===== config.mk =====
export PLATFORM = sky130hd
export DESIGN_NAME = match_flow_ctrl
export DESIGN_NICKNAME = d
export VERILOG_FILES = /design/src/rtl/match_flow_ctrl.sv
export SDC_FILE = /design/constraint.sdc
export NUM_CORES = 1
export LEC_CHECK = 0
export CAP_MARGIN = 25
export CORE_MARGIN = 8
export CORE_UTILIZATION = 50
export CTS_CLUSTER_DIAMETER = 40
export DETAILED_ROUTE_END_ITERATION = 7
export GPL_ROUTABILITY_DRIVEN = 0
export HOLD_SLACK_MARGIN = 0.03
export PLACE_DENSITY = 0.67
export SETUP_SLACK_MARGIN = 0.4
export SLEW_MARGIN = 0
export SYNTH_ARGS = -nofsm -noshare
export SYNTH_HDL_FRONTEND = slang
export SYNTH_SLANG_ARGS = --single-unit

===== constraint.sdc =====
create_clock -name clk -period 3.2 [get_ports clk]
set_clock_uncertainty 0.2 [all_clocks]
set_input_delay 0.64 -clock clk [delete_from_list [all_inputs] [get_ports clk]]
set_output_delay 0.64 -clock clk [all_outputs]
set_load 0.01 [all_outputs]

===== src/rtl/match_flow_ctrl.sv =====
// Match sequencer: IDLE/RUN/PAUSE/OVER control, frame strobe, seconds countdown
// and winner latch for the step engine and the seven-seg timer.
module match_flow_ctrl #(
    parameter int unsigned FRAME_DIV  = 833333,
    parameter int unsigned SEC_DIV    = 100000000,
    parameter int unsigned MATCH_SECS = 180,
    parameter int unsigned WIN_SCORE  = 9
) (
    input  logic       clk,
    input  logic       rst_n,
    input  logic       start_pulse,
    input  logic [8:0] l_score,
    input  logic [8:0] r_score,
    output logic       step_en,
    output logic [7:0] secs_left,
    output logic [1:0] state,
    output logic       game_over,
    output logic [1:0] winner
);

    localparam int FW = (FRAME_DIV > 1) ? $clog2(FRAME_DIV) : 1;
    localparam int SW = (SEC_DIV > 1) ? $clog2(SEC_DIV) : 1;

    typedef enum logic [1:0] {
        IDLE  = 2'b00,
        RUN   = 2'b01,
        PAUSE = 2'b10,
        OVER  = 2'b11
    } state_t;

    state_t        r_state, w_state_next;
    logic [FW-1:0] r_frame, w_frame_next;
    logic [SW-1:0] r_sec, w_sec_next;
    logic [7:0]    r_secs, w_secs_next;
    logic          r_step, w_step_next;
    logic          r_over;
    logic [1:0]    r_winner, w_winner_next;

    logic w_frame_wrap, w_sec_wrap, w_score_hit, w_timeout, w_end;

    assign w_frame_wrap = (r_frame == FW'(FRAME_DIV - 1));
    assign w_sec_wrap   = (r_sec == SW'(SEC_DIV - 1));
    assign w_score_hit  = (l_score >= 9'(WIN_SCORE)) || (r_score >= 9'(WIN_SCORE));
    assign w_timeout    = w_sec_wrap && (r_secs == 8'd1);
    assign w_end        = w_score_hit || w_timeout;

    always_ff @(posedge clk) begin
        if (!rst_n) begin
            r_state  <= IDLE;
            r_frame  <= '0;
            r_sec    <= '0;
            r_secs   <= 8'(MATCH_SECS);
            r_step   <= 1'b0;
            r_over   <= 1'b0;
            r_winner <= 2'b00;
        end else begin
            r_state  <= w_state_next;
            r_frame  <= w_frame_next;
            r_sec    <= w_sec_next;
            r_secs   <= w_secs_next;
            r_step   <= w_step_next;
            r_over   <= (w_state_next == OVER);
            r_winner <= w_winner_next;
        end
    end

    // The edge that leaves RUN still advances the counters, so a pause resumes
    // exactly where the last RUN cycle left the frame and second phase.
    always_comb begin
        w_state_next  = r_state;
        w_frame_next  = r_frame;
        w_sec_next    = r_sec;
        w_secs_next   = r_secs;
        w_step_next   = 1'b0;
        w_winner_next = r_winner;
        case (r_state)
            IDLE: begin
                w_frame_next  = '0;
                w_sec_next    = '0;
                w_secs_next   = 8'(MATCH_SECS);
                w_winner_next = 2'b00;
                if (start_pulse) w_state_next = RUN;
            end
            RUN: begin
                w_frame_next = w_frame_wrap ? '0 : r_frame + FW'(1);
                w_sec_next   = w_sec_wrap ? '0 : r_sec + SW'(1);
                if (w_sec_wrap && (r_secs != 8'd0)) w_secs_next = r_secs - 8'd1;
                if (w_end) begin
                    w_state_next  = OVER;
                    w_winner_next = (l_score > r_score) ? 2'b01 :
                                    (r_score > l_score) ? 2'b10 : 2'b11;
                end else if (start_pulse) begin
                    w_state_next = PAUSE;
                end else begin
                    w_step_next = w_frame_wrap;
                end
            end
            PAUSE: begin
                if (start_pulse) w_state_next = RUN;
            end
            OVER: begin
                if (start_pulse) begin
                    w_state_next  = IDLE;
                    w_frame_next  = '0;
                    w_sec_next    = '0;
                    w_secs_next   = 8'(MATCH_SECS);
                    w_winner_next = 2'b00;
                end
            end
            default: w_state_next = IDLE;
        endcase
    end

    assign step_en   = r_step;
    assign secs_left = r_secs;
    assign state     = r_state;
    assign game_over = r_over;
    assign winner    = r_winner;

endmodule


; Yosys cells after proc, flatten, opt, wreduce, memory -nomap -nowiden
; Index checks and enable logic that the tools add are counted.
[totals]
regBits = 61
out_inout_bits = 14
word_cells = 57
[classes]
reduce_logical = 12
n_mux = 19
n_bitwise = 2
n_lt_le_gt_ge = 4
addsub = 3
n_eq_ne = 10
[op_table]
columns = cell, n
row1 = 27-bit one-hot mux with 3 select lines, 1
row2 = 20-bit one-hot mux with 3 select lines, 1
row3 = 27-bit two-way mux, 2
row4 = 20-bit two-way mux, 2
row5 = "27-bit by 1-bit adder with 27-bit output, second input constant", 1
row6 = "27-bit equality test, second input constant", 1
row7 = 8-bit one-hot mux with 3 select lines, 1
row8 = "20-bit by 1-bit adder with 20-bit output, second input constant", 1
row9 = "20-bit equality test, second input constant", 1
row10 = "9-bit by 4-bit greater-or-equal comparator with 1-bit output, second input constant", 2
row11 = 9-bit > comparator, 2
row12 = 8-bit two-way mux, 2
row13 = 2-bit two-way mux, 7
row14 = 2-bit one-hot mux with 3 select lines, 2
row15 = "8-bit by 1-bit equality test with 1-bit output, second input constant", 1
row16 = 8-bit nonzero test, 1
row17 = "8-bit by 1-bit subtractor with 8-bit output, second input constant", 1
row18 = "2-bit equality test, second input constant", 3
row19 = "2-bit != test, second input constant", 3
row20 = 3-bit AND reduction, 2
row21 = 4-bit OR reduction, 1
row22 = 3-bit nonzero test, 1
row23 = "2-bit by 1-bit equality test with 1-bit output, second input constant", 1
row24 = 1-bit logical AND, 2
row25 = other kinds (6), 8

; Logic depth before layout (Yosys ltp)
[depth]
word_depth = 6
depth_mapped = 8

; Worst setup path after synthesis
; Ideal clock, no wire load.
[synth_path]
path_type = reg-to-reg
start = register r_sec[0]
end = register r_secs[1] (netlist: secs_left[1])
required_time_ns = 2.929
stages_incl_launch_ff = 8
n_path_buf = 1
path_slack_ns = 1.001
period_less_slack_ns = 2.199
setup_time_ns = 0.071
arrival_time_ns = 1.928
path_cell_list = dfxtp_1 ha_1 nand3_2 nor4b_4 a31oi_2 buf_6 or4_1 a21oi_1
[synth_via]
elab_chain_len = 4
[synth_lines]
columns = element, line
row1 = from (decl), 33  ; logic [SW-1:0] r_sec, w_sec_next;
row2 = from (signal assigned), 59  ; r_sec <= w_sec_next;
row3 = 27-bit equality test, 42  ; assign w_sec_wrap = (r_sec == SW'(SEC_DIV - 1));
row4 = 1-bit logical AND, 87  ; if (w_sec_wrap && (r_secs != 8'd0)) w_secs_next = r_secs - 8'd1;
row5 = 2-bit != test (no line), --
row6 = 3-bit AND reduction (no line), --
row7 = to (signal assigned), 52  ; r_secs <= 8'(MATCH_SECS);
row8 = to (signal assigned), 60  ; r_secs <= w_secs_next;
row9 = to (decl), 34  ; logic [7:0] r_secs, w_secs_next;
; No other way between the ends.
; A chain may end at the register's enable or synchronous reset.

; Worst setup path in the final report
[layout_path]
start = register r_sec[0]
end = register r_secs[6] (netlist: secs_left[6])
; Same word-level chain as after synthesis.

==> metrics.txt <==
CP Cell Sequence ha_1, nand3_2, nor4b_4, a31oi_2, or4_1, a21oi_1; pin count of the biggest net entering global routing 34; hold path startpoint r_frame[8]$_SDFFE_PN0P_; Layout fillers 647; Die H 102 µm; post-detail-place hpwl 6.46 mm; Hold Crit Depth 2; crit path time final 2.58 ns; distinct cell type count after synthesis 54; Post-Syn Area 3680 µm²; Cell Pwr Density 428 nW/µm²; Lkg Pwr 1.57 nW; DR vias 3614; CTS Buf Count 9; first-pass GRT wire length 16.1 mm; setup bufs post-CTS 0; RSZ-0062 raised after global routing no; ANT nets after route 0; CTS tree built; n_diodes 0; top-area cell type share of the netlist area 33.2%; register area share after synthesis 33.2%; outcome completed; core area 7180 µm²; NumNets Final 517; fraction of layout instances using a drive strength above 1 8.64%; final hold slack 0.289 ns; slowest stage delay, CP 0.53 ns; area leader, netlist dfxtp_1; Root Buffer clkbuf_8; initial core utilization 51.3%; reg-to-reg critical path startpoint r_sec[0]$_SDFFE_PN0P_; top post-synthesis cells by count nand2_1, dfxtp_1, a21oi_1, nand3_1, clkbuf_1; Hold Buf Count CTS 0; met3 usage 3.99%; routed wire length 9.37 mm; Die Area 10400 µm²; final hold vios 0; Setup TNS 0 ns; drt initial violations 136; drt pass-1 iters 4; Total GRT Usage 19.2%; GRT met1 Usage 23.1%; most used routing layer met2; FF-to-FF End secs_left[6]$_SDFFE_PN0P_; wire per inst 16.0 µm; Syn Inst Count 456; Max rail drop VDD 0.243 mV; H-tree depth 3; vias in the first global route 3444; Slew HR 47.3%; CP Depth 6; Port Buffers 34; yosys warns 0; Crit-path slowest cell or4_1; R2R Setup Slk 0.62 ns; worst skew pair latency 0.34 ns; met2 global-route usage 32.4%; fraction of registers with async set/reset 0%; clock transition at the registers of the reported paths 0.08 ns; R2R depth 6; Crit Path Class flip-flop to flip-flop; mean post-synth cell area 8.07 µm²; Post-route DRC 0; Setup Viol. Count Final 0; delay-heaviest family, CP simple AND/OR/NAND/NOR gates; Post-Syn Nets 492; Num Clock Sinks 61; Rows 31; CP arrival 2.65 ns; critical path data required time 3.28 ns; synth top area cells dfxtp_1, nand2_1, ha_1; area grow syn2layout 18.4%; Hold EP r_frame[8]$_SDFFE_PN0P_; CTS Buffer Depth 2; Top FF cell, synth dfxtp_1; most frequent cell after synthesis nand2_1; # resized after CTS 0; fin crit share 80.5%; crit path launch type flip-flop; vias per cell 6.18; Top-Level Pins 35; FF+latch count, synth 61; min-delay worst type flip-flop to flip-flop; max capacitance violation total 0; GRT Residual Overflow 0; worst slew pin tran 0.785 ns; fin. max-slew vios 0; die width 102 µm; WP buf/inv 0; Post-synth EDFFs 0; largest fanout on the critical path 13; crit path capture type flip-flop; f_max 388 MHz; initial antenna violation count 0
-- per-stage QoR --
step / total power, mW / cells / setup slack (ns) / util, % / area, µm²
3_3_place_gp: 1.02 / 569 / 0.550 / 57.2 / 4100
4_1_cts: 1.88 / 585 / 0.621 / 60.6 / 4350
2_1_floorplan: 0.933 / 456 / 1.00 / - / 3680
6_report: 1.86 / 585 / 0.623 / 60.7 / 4360
5_1_grt: 1.94 / 585 / 0.430 / 60.7 / 4360
3_5_place_dp: 1.02 / 569 / 0.495 / 57.2 / 4100
-- worst max-delay path by stage --
stage | startpoint | end | slack [ns]
after global routing | r_sec[0]$_SDFFE_PN0P_ | secs_left[6]$_SDFFE_PN0P_ | 0.43
after global placement | l_score[8] | winner[1]$_SDFFE_PN0P_ | 0.55
after detailed placement | l_score[8] | winner[1]$_SDFFE_PN0P_ | 0.50
final | r_sec[0]$_SDFFE_PN0P_ | secs_left[6]$_SDFFE_PN0P_ | 0.62
after floorplan | r_sec[0]$_SDFFE_PN0P_ | secs_left[1]$_SDFFE_PN0P_ | 1.00
after CTS | r_sec[0]$_SDFFE_PN0P_ | r_sec[26]$_SDFFE_PN0P_ | 0.62
-- state kept, by name (all words and copies together) (netlist names) --
register / flops
secs_left: 8
step_en: 1
winner: 2
r_sec: 27
game_over: 1
state: 2
r_frame: 20
-- where the power goes --
group          switching, mW  internal [mW]
combinational          0.133         0.0944
sequential            0.0131          0.769
clock                  0.317          0.537
total                  0.463           1.40
-- layout make-up --
cell class / count / area [µm²] / share of cell area, %
clock inverters: 6 / 110 / 2.53
clock buffers: 10 / 138 / 3.16
multi-input cells: 352 / 2290 / 52.6
well taps: 99 / 124 / 2.84
repair buffers: 43 / 420 / 9.65
flip-flops and latches: 61 / 1220 / 28.0
inverters: 14 / 52.6 / 1.21
-- tightest hold or removal path, delay by kind of cell, from the launching register on --
family / cells / cell delay, ns
AO/OA/AOI/OAI: 1 / 0.06
flip-flops: 1 / 0.32
AND/OR/NAND/NOR: 1 / 0.06
-- layer usage --
| metal | up-vias | part of all wire (%) |
|---|---|---|
| met4 | 0 | 1.5 |
| met5 | - | 0 |
| met2 | 90 | 47 |
| met1 | 1709 | 47 |
| met3 | 12 | 5.2 |
| li1 | 1803 | - |
-- cell families after synthesis --
| kind of cell | synth area share, % |
|---|---|
| buffers and inverters | 4.89 |
| and+or+nand+nor | 32.0 |
| DFF | 33.2 |
| adders and majority gates | 5.10 |
| AOI/OAI and AO/OA | 24.3 |
| muxes | 0.544 |
-- placed cells by master, fill, tap and decap left out, types with 14 or more instances in the layout --
cell and instances:
o21ai_0 15, ha_1 15, nand3_1 26, a21oi_1 35, nor2_1 22, nand2_1 62
clkdlybuf4s50_1 34, dfxtp_1 61, a311oi_1 16, inv_1 14
Note: power is estimated with default switching activity, not from simulation.
